==> src/rtl/seq_fixed_multiplier_if.sv <==
// Handshake and operand/result bundle for the sequential fixed-point multiplier.
// The requester drives the operands and start. The multiplier drives the result and status.
interface seq_fixed_multiplier_if #(
    parameter int WIDTH = 8
);
    logic                 start;
    logic [2*WIDTH-1:0]   A;
    logic [2*WIDTH-1:0]   B;
    logic [2*WIDTH-1:0]   Result;
    logic                 done;
    logic                 busy;
    logic                 overflow;

    modport master (
        output start, A, B,
        input  Result, done, busy, overflow
    );

    modport slave (
        input  start, A, B,
        output Result, done, busy, overflow
    );
endinterface

==> src/rtl/seq_fixed_multiplier.sv <==
// Unsigned fixed-point multiplier using iterative shift-and-add.
// The operands and the result use the same 2*WIDTH-bit QWIDTH.FRACTIONAL_BITS format.
// The product forms over 2*WIDTH cycles, then it is truncated.
// If the integer part of the product does not fit the format, the result saturates.
module seq_fixed_multiplier #(
    parameter int WIDTH           = 8,
    parameter int FRACTIONAL_BITS = 8
) (
    input  logic                  clk,
    input  logic                  rst,
    seq_fixed_multiplier_if.slave bus
);
    localparam int OP_W   = 2 * WIDTH;
    localparam int FULL_W = 4 * WIDTH;
    localparam int CNT_W  = $clog2(OP_W);
    localparam logic [CNT_W-1:0] CNT_LAST = CNT_W'(OP_W - 1);
    localparam logic [CNT_W-1:0] CNT_ONE  = CNT_W'(1);

    typedef enum logic [1:0] {
        IDLE,
        CALC,
        DONE
    } state_t;

    state_t state;
    state_t state_next;

    logic [FULL_W-1:0] a_reg;
    logic [OP_W-1:0]   b_reg;
    logic [FULL_W-1:0] acc;
    logic [CNT_W-1:0]  cnt;

    // The product bits above the output format. If any of them is set, the product does not fit.
    logic [FULL_W-OP_W-FRACTIONAL_BITS-1:0] acc_high;
    logic [OP_W-1:0]                        acc_window;

    assign acc_high   = acc[FULL_W-1 : OP_W+FRACTIONAL_BITS];
    assign acc_window = acc[OP_W+FRACTIONAL_BITS-1 : FRACTIONAL_BITS];

    // busy covers the whole operation: from the start edge through the DONE state.
    assign bus.busy = (state != IDLE);

    // State register
    always_ff @(posedge clk or posedge rst) begin
        if (rst) begin
            state <= IDLE;
        end else begin
            state <= state_next;
        end
    end

    // Next-state logic. start is only looked at in IDLE, so a request while busy is dropped.
    always_comb begin
        state_next = state;
        case (state)
            IDLE: begin
                if (bus.start) begin
                    state_next = CALC;
                end
            end
            CALC: begin
                if (cnt == CNT_LAST) begin
                    state_next = DONE;
                end
            end
            DONE: begin
                state_next = IDLE;
            end
            default: begin
                state_next = IDLE;
            end
        endcase
    end

    // Datapath: latch the operands, add and shift once per bit, then saturate or truncate into Result
    always_ff @(posedge clk or posedge rst) begin
        if (rst) begin
            a_reg        <= '0;
            b_reg        <= '0;
            acc          <= '0;
            cnt          <= '0;
            bus.Result   <= '0;
            bus.overflow <= 1'b0;
            bus.done     <= 1'b0;
        end else begin
            bus.done <= 1'b0;
            case (state)
                IDLE: begin
                    if (bus.start) begin
                        a_reg <= {{(FULL_W-OP_W){1'b0}}, bus.A};
                        b_reg <= bus.B;
                        acc   <= '0;
                        cnt   <= '0;
                    end
                end
                CALC: begin
                    if (b_reg[0]) begin
                        acc <= acc + a_reg;
                    end
                    a_reg <= a_reg << 1;
                    b_reg <= b_reg >> 1;
                    cnt   <= cnt + CNT_ONE;
                end
                DONE: begin
                    // Truncate toward zero. There is no rounding bit, so this matches the truncating divider.
                    if (acc_high != '0) begin
                        bus.Result   <= '1;
                        bus.overflow <= 1'b1;
                    end else begin
                        bus.Result   <= acc_window;
                        bus.overflow <= 1'b0;
                    end
                    bus.done <= 1'b1;
                end
                default: begin
                end
            endcase
        end
    end
endmodule
==> src/flat_wrapper.sv <==
// flat-port wrapper written by rule: the top's interface ports become plain ports
module seq_fixed_multiplier_flat 
#(
    parameter int WIDTH           = 8,
    parameter int FRACTIONAL_BITS = 8
)
  (clk, rst, bus_start, bus_A, bus_B, bus_Result, bus_done, bus_busy, bus_overflow);
  seq_fixed_multiplier_if #(.WIDTH(WIDTH)) bus_i ();
  input  logic clk;
  input  logic rst;
  input wire logic [$bits(bus_i.start)-1:0] bus_start;
  input wire logic [$bits(bus_i.A)-1:0] bus_A;
  input wire logic [$bits(bus_i.B)-1:0] bus_B;
  output wire logic [$bits(bus_i.Result)-1:0] bus_Result;
  output wire logic [$bits(bus_i.done)-1:0] bus_done;
  output wire logic [$bits(bus_i.busy)-1:0] bus_busy;
  output wire logic [$bits(bus_i.overflow)-1:0] bus_overflow;
  assign bus_i.start = bus_start;
  assign bus_i.A = bus_A;
  assign bus_i.B = bus_B;
  assign bus_Result = bus_i.Result;
  assign bus_done = bus_i.done;
  assign bus_busy = bus_i.busy;
  assign bus_overflow = bus_i.overflow;
  seq_fixed_multiplier #(.WIDTH(WIDTH), .FRACTIONAL_BITS(FRACTIONAL_BITS)) u_core (.clk(clk), .rst(rst), .bus(bus_i));
endmodule
==> config.mk <==
export PLATFORM = sky130hd
export DESIGN_NAME = seq_fixed_multiplier_flat
export DESIGN_NICKNAME = d
export VERILOG_FILES = /design/src/rtl/seq_fixed_multiplier_if.sv /design/src/rtl/seq_fixed_multiplier.sv /design/src/flat_wrapper.sv
export SDC_FILE = /design/constraint.sdc
export NUM_CORES = 1
export LEC_CHECK = 0
export ABC_AREA = 0
export CAP_MARGIN = 20
export CORE_ASPECT_RATIO = 0.5
export CORE_UTILIZATION = 47
export CTS_BUF_LIST = sky130_fd_sc_hd__clkbuf_8
export CTS_CLUSTER_DIAMETER = 40
export DETAILED_ROUTE_END_ITERATION = 16
export PLACE_DENSITY = 0.67
export SLEW_MARGIN = 20
export SYNTH_ARGS = -nofsm -noshare
export SYNTH_HDL_FRONTEND = slang
export SYNTH_SLANG_ARGS = --single-unit
==> constraint.sdc <==
create_clock -name clk -period 4.2 [get_ports clk]
set_input_delay 0.84 -clock clk [delete_from_list [all_inputs] [get_ports clk]]
set_output_delay 0.84 -clock clk [all_outputs]
set_load 0.03 [all_outputs]
# After elaboration in Yosys (flattened, before gate mapping)
# Index checks and enable logic that the tools add are counted.
dict set report totals {
  input_bits 35
  regBits 104
  out_inout_bits 19
  rom_bits 0
  n_memories 0
  ram_bits 0
  latch_bits 0
  wordCells 38
}
dict set report op_classes {
  n_reduce_logical 7
  order_cmp 0
  addsub 2
  n_mux 15
  shifts 0
  multipliers 0
  n_eq_ne 6
  bitwise_logic 0
  div 0
}
# operator n
set ops {}
lappend ops {{$pmux 32 s2} 2}
lappend ops {{$mux 32} 3}
lappend ops {{$add 32x32->32} 1}
lappend ops {{$mux 16} 2}
lappend ops {{$pmux 16 s2} 1}
lappend ops {{$pmux 4 s2} 1}
lappend ops {{$reduce_bool 8->1} 1}
lappend ops {{$add 4x1->4 const B} 1}
lappend ops {{$eq 4x4->1 const B} 1}
lappend ops {{$mux 2} 2}
lappend ops {{$mux 4} 1}
lappend ops {{$ne 2x1->1 const B} 2}
lappend ops {{$pmux 2 s2} 1}
lappend ops {{$reduce_and 2->1} 2}
lappend ops {{$reduce_bool 2->1} 2}
lappend ops {{$reduce_and 3->1} 1}
lappend ops {{$eq 2x1->1 const B} 1}
lappend ops {{$eq 2x2->1 const B} 1}
lappend ops {{$logic_not 2->1} 1}
lappend ops {{$mux 1} 2}
lappend ops {{$ne 2x2->1 const B} 1}

# Depth between registers and ports, before layout
# Gate-level depths: netlist (run 1).
dict set report logic_depth {
  word_depth 3
  ltp_mapped 11
  mapped_depth_nobuf 11
}

# Worst setup path before layout (run 1)
# No wires, ideal clock.
dict set report synth_timing {
  path_type {register to register}
  from {register u_core.acc[21]}
  to {register u_core.acc[28]}
  n_path_buf 1
  period_less_slack_ns 2.531
  setup_time_ns 0.131
  slack_ns 1.669
  stages_incl_launch_ff 11
  required_ns 4.069
  arrival_ns 2.399
  cell_sequence {dfrtp_1 -> ha_1 -> buf_6 -> a21o_1 -> a21o_1 -> a22o_1 -> or4_1 -> and3_1 -> a311oi_2 -> xor2_1 -> o21ai_1}
}
dict set report synth_between {
  elab_chain_cells 3
}
# element line
set synth_rtl {}
lappend synth_rtl {{from (decl)} seq_fixed_multiplier.sv:30} ;# logic [FULL_W-1:0] acc;
lappend synth_rtl {{from (signal assigned)} seq_fixed_multiplier.sv:98} ;# acc <= acc + a_reg;
lappend synth_rtl {{$add 32x32->32} seq_fixed_multiplier.sv:98}
lappend synth_rtl {{$mux 32} seq_fixed_multiplier.sv:97} ;# if (b_reg[0]) begin
lappend synth_rtl {{$pmux 32 s2} seq_fixed_multiplier.sv:87} ;# case (state)
# Every way passes these cells. The select of a mux whose other input is x is not followed.
# A chain may end at the register's enable or synchronous reset.

# Worst setup path after layout (run 1)
dict set report layout_timing {
  from {register u_core.state[0]}
  to {output port bus_busy}
}
dict set report layout_between {
  elab_chain_cells 1
}
# element line
set layout_rtl {}
lappend layout_rtl {{from (decl)} seq_fixed_multiplier.sv:25} ;# state_t state;
lappend layout_rtl {{from (signal assigned)} seq_fixed_multiplier.sv:48} ;# state <= state_next;
lappend layout_rtl {{$reduce_bool 2->1} seq_fixed_multiplier.sv:41} ;# assign bus.busy = (state != IDLE);
lappend layout_rtl {{to (decl)} flat_wrapper.sv:16} ;# output wire logic [$bits(bus_i.busy)-1:0] bus_busy;
# Every way passes these cells.

==> impl_metrics.csv, run 1 <==
group,metric,value,unit
timing,tns,0,ps
cells_and_area,fin_area,0.006699,mm^2
floorplanning,initial_core_util,48.78,%
placed_design,dpl.hpwl,9148,um
floorplanning,coreArea,0.01198,mm^2
grt,grt_pass1_vias,4436,
grt,grt_pass1_wl,22420,um
cells_and_area,area_delta_synth_final,14.62,%
drt,wl_per_cell,16.06,um
floorplanning,die_x,159.7,um
drt,wl,13160,um
clocking,htreeDepth,3,
drt,viasPerCell,5.775,
clocking,clk_latency,390,ps
synth,synth_nets,684,
floorplanning,die_h,80.85,um
min_path,min_path_cells,2,
clocking,cts_tree,"built",
placed_design,placed_area,0.006510,mm^2
timing,worst_clock_skew,16.73,ps
clocking,postCtsHoldBufs,0,
power,power_density,664.2,mW/mm^2
clocking,ctsResizeCount,0,
worst_setup_path,path_max_fanout,37,
timing,hold_viol,0,
floorplanning,rows,28,
worst_setup_path,cp_num_buf_inv,1,
synth,avgSynthCellArea,9.488,um^2
drt,drtIter0Drc,304,
timing,tightest_slew,924.4,ps
clocking,numCtsBuffers,9,
worst_setup_path,crit_chain,"or2_2 -> clkdlybuf4s50_1",
worst_setup_path,worstPathRequired,3360,ps
synth,synth-seq-area-share,44.53,%
synth,yosys_warnings,0,
timing,period_share,69.76,%
timing,period_needed,2930,ps
grt,antenna_found_initial,0,
synth,synth_cells,616,
synth,syn-cell-area,0.005844,mm^2
synth,ys_types,59,
worst_setup_path,cp_num_cells,2,
clocking,postCtsSetupBuffers,0,
timing,final-setup-viol-count,0,
placed_design,pre_cts_ws,1339,ps
timing,rsz0062_at_grt,"false",
placed_design,portBuffers,53,
worst_setup_path,start_kind,"flop",
min_path,hold_class,"flop to flop",
worst_setup_path,reg2reg_slack,1300,ps
clocking,cts.reportedPaths.clkPinSlew,110,ps
drt,drc,0,
flow_run,cap_violations,0,
power,ir_drop,235.8,uV
floorplanning,ios,54,
clocking,root_buffer,"clkbuf_8",
cells_and_area,diodes,0,
cells_and_area,final_nets,717,
synth,synth-edff-count,0,
drt,routed-via-count,4730,
worst_setup_path,crit_arrival,2090,ps
worst_setup_path,critPathKind,"flop to output port",
clocking,cts_buffer_depth,2,
placed_design,gp_congestion,0.8860,
grt,grt_usage,21.83,%
drt,postRouteAntennaNets,0,
worst_setup_path,worst_setup_path_end_kind,"output port",
power,leakage,2.964,nW
worst_setup_path,timing.critical_path.max_delay_family,"flip-flops",
grt,grt_max_degree,65,
cells_and_area,fin_util,55.91,%
worst_setup_path,cpMaxStageDelayCell,"dfrtp_2",
outcome,status,"finished clean",
timing,fmax,341.3,MHz
timing,slew_viol_final,0,
floorplanning,die_area,0.01291,mm^2
timing,setup_slack,1270,ps
timing,max_slew_margin,38.30,%
synth,synth-seq-cells,104,
synth,ys.flop_type,"dfrtp_1",
worst_setup_path,worstRegToRegCells,11,
clocking,cts.sinks,104,
cells_and_area,drive_above_1_share,5.505,%
worst_setup_path,cpPeakStageDelay,790,ps
drt,dr.pass1.iters,5,
grt,grt_remaining_overflow,0,
power,power,0.004450,W
synth,synthArstFlopShare,100.0,%
==> layout by cell type (no fill, tap or decap), drive strengths merged, types with 8 or more instances in the layout <==
master         count
nand3              8
o21ai             70
a21oi             62
o22a              16
nand2             73
clkdlybuf4s50     53
dfrtp            104
nor3b             31
xor2              12
a21o              11
nor2              21
clkbuf            10
ha                32
o21a               8
a22o              22
inv               14
==> worst min-delay path: cells and delay by family, from the launching register on <==
| kind | cells | cell delay (ps) |
|---|---|---|
| AND/OR/NAND/NOR | 1 | 50 |
| flip-flops | 1 | 360 |
| AO/OA/AOI/OAI | 1 | 60 |
==> logic make-up after synthesis <==
kind of cell | count (synthesis) | synth area share (%)
xor+xnor | 17 | 2.548
compound gates | 233 | 26.44
simple gates | 175 | 15.24
flops | 104 | 44.53
fa+ha+maj | 33 | 7.193
mux | 4 | 0.6851
buf+inv | 50 | 3.361
==> synth_stat cells, drive strengths merged, types with 11 or more instances <==
library cell,number,area share (%)
inv,12,0.77
nand2,73,4.7
o22a,16,2.4
clkbuf,34,2.2
ha,32,6.9
xor2,12,1.8
nor3b,31,4.0
a21oi,62,5.4
a21o,11,1.4
dfrtp,104,45
nor2,21,1.3
a22o,22,3.3
o21ai,70,6.0
==> worst paths after layout <==
check	startpoint	end
max	u_core.state[0]$_DFFE_PP0P_	bus_busy
min reg2reg	u_core.b_reg[4]$_DFFE_PP0P_	u_core.b_reg[4]$_DFFE_PP0P_
max reg2reg	u_core.a_reg[0]$_DFFE_PP0P_	u_core.acc[28]$_DFFE_PP0P_
min	u_core.b_reg[4]$_DFFE_PP0P_	u_core.b_reg[4]$_DFFE_PP0P_
max in group asynchronous	rst	u_core.acc[23]$_DFFE_PP0P_
min in group asynchronous	rst	u_core.b_reg[6]$_DFFE_PP0P_
==> through the flow <==
| step | hold WS, ps | std cells |
|---|---|---|
| global route | 527.1 | 819 |
| finish | 490.5 | 819 |
| detailed placement | 470.2 | 803 |
| floorplan | 449.8 | 616 |
| CTS | 496.2 | 819 |
| global placement | 461.8 | 803 |
==> cell type report <==
class	count	area (um^2)
fill	1103	5283
multi-input combinational	462	3057
sequential	104	2604
timing repair buffer	60	595.6
tap	165	206.4
clock buffer	10	137.6
clock inverter	6	51.30
inverter	12	47.55
==> routing by layer <==
layer / up-vias / routed length [um] / track usage [%]
met4: 0 / 183 / 6.154
li1: 2346 / - / -
met3: 16 / 641 / 4.750
met2: 113 / 5466 / 32.88
met5: - / 0 / 0
met1: 2255 / 6864 / 31.68
==> report_power, final <==
group | leakage [nW] | internal (W) | switching, W
Combinational | 1.49 | 0.000903 | 0.00124
Sequential | 1.38 | 0.00137 | 0.000336
Clock | 0.0935 | 0.000239 | 0.000369
Total | 2.96 | 0.00251 | 0.00194
(Power assumes the default switching activity.)
==> run 2, diff against run 1 <==
==> constraint.sdc (replaced) <==
create_clock -name clk -period 2.7 [get_ports clk]
set_input_delay 0.54 -clock clk [delete_from_list [all_inputs] [get_ports clk]]
set_output_delay 0.54 -clock clk [all_outputs]
set_load 0.03 [all_outputs]
==> run 2 against run 1 <==
Net effect: design area is 3.9% higher; sequential power is 54% higher; non-clock buffer count is 16 higher; clock power is 56% higher; combinational power is 68% higher; via count is 1.3% higher; count of clock-buffer cells in the layout is 1 lower; register-to-register slack worse by 1200 ps; first-iteration DRC count is 18% lower; die area stayed put.
==> impl_metrics.csv, run 2 (synthesis results as in run 1) <==
group,metric,value,unit
outcome,status,"finished clean",
power,power_density,1031,mW/mm^2
drt,viasPerCell,5.739,
floorplanning,die_h,80.85,um
floorplanning,die_area,0.01291,mm^2
worst_setup_path,cp_num_buf_inv,0,
flow_run,cap_violations,0,
worst_setup_path,worstPathRequired,2960,ps
power,p_switching,0.003122,W
floorplanning,ios,54,
drt,wl,13330,um
timing,period_share,96.67,%
grt,grt_usage,21.82,%
worst_setup_path,path_max_fanout,3,
cells_and_area,fin_util,58.08,%
timing,slew_viol_final,0,
worst_setup_path,critPathKind,"flop to flop",
worst_setup_path,cpPeakStageDelay,440,ps
drt,routed-via-count,4792,
cells_and_area,final_common_cell,"dfrtp_1",
drt,postRouteAntennaNets,0,
cells_and_area,final_nets,733,
worst_setup_path,crit_arrival,2870,ps
power,clkPwrFrac,13.2,%
timing,rsz0062_at_grt,"true",
timing,period_needed,2610,ps
cells_and_area,mostFrequentLayoutCells,"dfrtp_1 (103), nand2_1 (73), a21oi_1 (58)",
timing,worst_clock_skew,13.99,ps
cells_and_area,diodes,0,
worst_setup_path,crit_chain,"ha_1 -> a21o_1 -> a21o_1 -> a22o_1 -> or4_4 -> and3_1 -> a311oi_2 -> xor2_1 -> o21ai_1",
clocking,cts.sinks,104,
drt,drtIter0Drc,250,
power,power,0.007175,W
clocking,cts_tree,"built",
cells_and_area,area_delta_synth_final,19.08,%
power,ir_drop,558.9,uV
worst_setup_path,timing.critical_path.max_delay_family,"compound AO/OA/AOI/OAI gates",
placed_design,gp_congestion,0.8773,
power,intPower,0.004054,W
min_path,hold_class,"primary input to async pin",
timing,final-setup-viol-count,0,
placed_design,dpl.hpwl,9195,um
grt,grt_pass1_vias,4462,
clocking,root_buffer,"clkbuf_8",
placed_design,portBuffers,53,
worst_setup_path,cpMaxStageDelayCell,"or4_4",
power,p_seq_share,36.6,%
worst_setup_path,start_kind,"flop",
power,leakage,3.055,nW
cells_and_area,fillCellCount,1072,
clocking,htreeDepth,3,
timing,timing.hold.ws,458.2,ps
drt,wl_per_cell,15.96,um
clocking,cts_buffer_depth,2,
floorplanning,initial_core_util,48.78,%
worst_setup_path,worst_setup_path_end_kind,"flop",
power,switching_share,43.50,%
worst_setup_path,cp_common_cell,"a21o_1",
power,power_frac_comb,50.2,%
placed_design,pre_cts_ws,17.67,ps
timing,hold_viol,0,
clocking,clk_latency,380,ps
grt,grt_remaining_overflow,0,
clocking,numCtsBuffers,9,
drt,drc,0,
grt,grt_max_degree,57,
floorplanning,rows,28,
grt,grt_pass1_wl,22710,um
timing,fmax,383.1,MHz
timing,setup_slack,90.03,ps
clocking,cts.reportedPaths.clkPinSlew,100,ps
floorplanning,coreArea,0.01198,mm^2
timing,tightest_slew,913.2,ps
grt,antenna_found_initial,0,
cells_and_area,drive_above_1_share,10.45,%
drt,dr.pass1.iters,5,
timing,max_slew_margin,39.05,%
floorplanning,die_x,159.7,um
## run 2: cell types whose count changed in the layout (fill, tap and decap cells not counted), moves of 3 or more
cell      change
clkinv_4      -3
a211oi_1      -3
a211oi_2      +3
buf_4        +14
ha_1          -4
## run 2: area by class of cell
class | count | area (um^2) | area share, %
clock inverters | 7 | 61.31 | 0.8810
repair buffers | 76 | 740.7 | 10.64
multi-input cells | 462 | 3174 | 45.61
flip-flops and latches | 104 | 2604 | 37.41
well taps | 165 | 206.4 | 2.967
clock buffers | 9 | 123.9 | 1.780
inverters | 12 | 48.80 | 0.7012
## run 2: stage by stage
step,cell area [um^2],setup TNS [ps],cells
4_1_cts,6809,-42.63,830
5_1_grt,6959,-105.3,835
3_5_place_dp,6619,0,814
2_1_floorplan,5848,0,616
3_3_place_gp,6619,0,814
6_report,6959,0,835
## run 2: layer usage
metal | track usage [%] | share of wire (%) | vias up
met5 | 0 | 0 | -
met4 | 4.519 | 0.51 | 0
met3 | 4.188 | 4.3 | 6
met2 | 32.75 | 43 | 104
met1 | 32.59 | 52 | 2307
li1 | - | - | 2375
## run 2: what timing repair did
item	4_1_cts	5_1_grt
setup endpoints to repair	2	15
hold buffers	0	0
buffers inserted	0	5
gates resized for setup	1	24
hold endpoints to repair	0	0
pin swaps	0	11
## run 2: worst paths after layout
path,from,to,slack [ps],cells after the start
setup reg to reg,u_core.acc[21]$_DFFE_PP0P_,u_core.acc[28]$_DFFE_PP0P_,90,9
setup / recovery,u_core.acc[21]$_DFFE_PP0P_,u_core.acc[28]$_DFFE_PP0P_,90,9
min in group clk,u_core.b_reg[4]$_DFFE_PP0P_,u_core.b_reg[4]$_DFFE_PP0P_,490,2
hold reg to reg,u_core.b_reg[4]$_DFFE_PP0P_,u_core.b_reg[4]$_DFFE_PP0P_,490,2
hold / removal,rst,u_core.bus.overflow$_DFFE_PP0P_,460,2
max in group asynchronous,rst,u_core.state[0]$_DFFE_PP0P_,1470,3
## run 2: power groups by stage
stage / combinational [W] / sequential, W / clock [W]
CTS: 0.00349 / 0.00262 / 0.000977
detailed placement: 0.00348 / 0.00265 / 0
finish: 0.00360 / 0.00262 / 0.000947
global route: 0.00401 / 0.00270 / 0.00104
global placement: 0.00338 / 0.00263 / 0
floorplan: 0.00248 / 0.00263 / 0
==> run 3, diff against run 2 <==
--- a/config.mk
+++ b/config.mk
@@ -13,7 +13,7 @@
 export CTS_CLUSTER_DIAMETER = 40
 export DETAILED_ROUTE_END_ITERATION = 16
 export PLACE_DENSITY = 0.67
-export SLEW_MARGIN = 20
+export SLEW_MARGIN = 30
 export SYNTH_ARGS = -nofsm -noshare
 export SYNTH_HDL_FRONTEND = slang
 export SYNTH_SLANG_ARGS = --single-unit
==> run 3 against run 2 <==
Net effect: wire length is essentially flat; die area did not move; cell count did not move; total power is essentially flat; utilization unchanged; count of clock-buffer cells in the layout unchanged; non-clock buffer count is the same; critical endpoint unchanged; largest cell class unchanged.
==> impl_metrics.csv, run 3 (synthesis results as in run 1) <==
group,metric,value,unit
outcome,status,"finished clean",
timing,period_needed,2610,ps
clocking,clk_latency,380,ps
cells_and_area,drive_above_1_share,10.60,%
clocking,cts.reportedPaths.clkPinSlew,100,ps
cells_and_area,mostFrequentLayoutCells,"dfrtp_1 (103), nand2_1 (73), a21oi_1 (58)",
flow_run,cap_violations,0,
drt,wl_per_cell,15.98,um
cells_and_area,diodes,0,
cells_and_area,fin_area,0.006959,mm^2
power,power_frac_comb,50.2,%
drt,dr.pass1.iters,5,
drt,postRouteAntennaNets,0,
timing,worst_clock_skew,13.99,ps
placed_design,dpl.hpwl,9195,um
power,ir_drop,561.9,uV
clocking,numCtsBuffers,9,
timing,hold_viol,0,
cells_and_area,fin_util,58.08,%
timing,final-setup-viol-count,0,
floorplanning,die_h,80.85,um
worst_setup_path,start_kind,"flop",
worst_setup_path,timing.critical_path.max_delay_family,"compound AO/OA/AOI/OAI gates",
floorplanning,coreArea,0.01198,mm^2
placed_design,portBuffers,53,
worst_setup_path,crit_arrival,2870,ps
worst_setup_path,reg2reg_slack,90,ps
worst_setup_path,cp_num_buf_inv,0,
clocking,htreeDepth,3,
grt,grt_remaining_overflow,0,
floorplanning,die_x,159.7,um
cells_and_area,fillCellCount,1072,
grt,grt_usage,21.82,%
power,p_seq_share,36.6,%
drt,wl,13340,um
floorplanning,rows,28,
floorplanning,initial_core_util,48.78,%
power,leakage,3.054,nW
timing,rsz0062_at_grt,"true",
worst_setup_path,cp_common_cell,"a21o_1",
clocking,cts_tree,"built",
floorplanning,ios,54,
timing,fmax,383.1,MHz
worst_setup_path,rr_startpoint,"u_core.acc[21]$_DFFE_PP0P_",
worst_setup_path,cpMaxStageDelayCell,"or4_4",
timing,slew_viol_final,0,
timing,max_slew_margin,46.86,%
placed_design,placed_area,0.006619,mm^2
power,power_density,1031,mW/mm^2
clocking,root_buffer,"clkbuf_8",
worst_setup_path,worstRegToRegCells,9,
cells_and_area,final_common_cell,"dfrtp_1",
floorplanning,die_area,0.01291,mm^2
power,switching_share,43.52,%
cells_and_area,area_delta_synth_final,19.08,%
power,power,0.007178,W
drt,routed-via-count,4789,
power,p_switching,0.003124,W
clocking,postCtsHoldBufs,0,
worst_setup_path,cp_num_cells,9,
grt,grt_max_degree,57,
grt,grt_pass1_vias,4462,
worst_setup_path,r2r-end,"u_core.acc[28]$_DFFE_PP0P_",
min_path,hold_class,"primary input to async pin",
clocking,cts_buffer_depth,2,
timing,period_share,96.67,%
power,clkPwrFrac,13.2,%
cells_and_area,final_nets,733,
worst_setup_path,crit_chain,"ha_1 -> a21o_1 -> a21o_1 -> a22o_1 -> or4_4 -> and3_1 -> a311oi_2 -> xor2_1 -> o21ai_1",
worst_setup_path,path_max_fanout,3,
placed_design,gp_congestion,0.8773,
worst_setup_path,critPathKind,"flop to flop",
worst_setup_path,crit_end,"u_core.acc[28]$_DFFE_PP0P_",
power,intPower,0.004054,W
drt,drc,0,
drt,viasPerCell,5.735,
grt,antenna_found_initial,0,
worst_setup_path,worst_setup_path_end_kind,"flop",
drt,drtIter0Drc,250,
worst_setup_path,crit_path_start,"u_core.acc[21]$_DFFE_PP0P_",
worst_setup_path,worstPathRequired,2960,ps
worst_setup_path,cpPeakStageDelay,440,ps
clocking,cts.sinks,104,
timing,tightest_slew,794.9,ps
grt,grt_pass1_wl,22710,um
[run 3: cell count changes in the layout (fill, tap and decap cells not counted)]
| cell | delta |
|---|---|
| inv_1 | -1 |
| inv_2 | +1 |
[run 3: repair_timing]
action | 4_1_cts | 5_1_grt
gates resized for setup | 1 | 24
setup endpoints to repair | 2 | 15
endpoints found under the hold margin | 0 | 0
setup buffers | 0 | 5
gates cloned | 0 | 0
pin swaps | 0 | 11
[run 3: power by group through the flow]
stage,Sequential [W],Combinational (W),Clock [W]
2_1_floorplan,0.00263,0.00248,0
3_3_place_gp,0.00263,0.00338,0
3_5_place_dp,0.00265,0.00348,0
4_1_cts,0.00262,0.00349,0.000977
5_1_grt,0.00270,0.00401,0.00104
6_report,0.00262,0.00361,0.000947
[run 3: layout make-up]
type | instances | area, um^2 | share of cell area [%]
Clock buffer | 9 | 123.9 | 1.780
Clock inverter | 7 | 61.31 | 0.8810
Multi-Input combinational cell | 462 | 3174 | 45.61
Timing Repair Buffer | 76 | 740.7 | 10.64
Inverter | 12 | 48.80 | 0.7012
Tap cell | 165 | 206.4 | 2.967
Sequential cell | 104 | 2604 | 37.41
[run 3: worst min-delay path by stage]
stage,start,endpoint,slack [ps],cells after the start
global placement,u_core.b_reg[4]$_DFFE_PP0P_,u_core.b_reg[4]$_DFFE_PP0P_,460,2
finish,rst,u_core.bus.overflow$_DFFE_PP0P_,460,2
global route,rst,u_core.bus.overflow$_DFFE_PP0P_,460,2
detailed placement,u_core.b_reg[4]$_DFFE_PP0P_,u_core.b_reg[4]$_DFFE_PP0P_,470,2
CTS,rst,u_core.bus.overflow$_DFFE_PP0P_,450,2
floorplan,u_core.acc[2]$_DFFE_PP0P_,u_core.acc[2]$_DFFE_PP0P_,450,2
[run 3: through the flow]
step	std cells	hold slack [ps]	TNS, ps	setup slack [ps]
2_1_floorplan	616	449.8	0	169.2
3_3_place_gp	814	460.9	0	97.08
3_5_place_dp	814	471.0	0	17.67
4_1_cts	830	448.7	-42.63	-23.76
5_1_grt	835	462.1	-105.3	-95.77
6_report	835	458.2	0	90.03
[run 3: routing by layer]
metal / track usage, % / vias up / share of wire [%]
li1: - / 2375 / -
met1: 32.59 / 2308 / 52
met2: 32.75 / 100 / 43
met3: 4.188 / 6 / 4.2
met4: 4.519 / 0 / 0.51
met5: 0 / - / 0
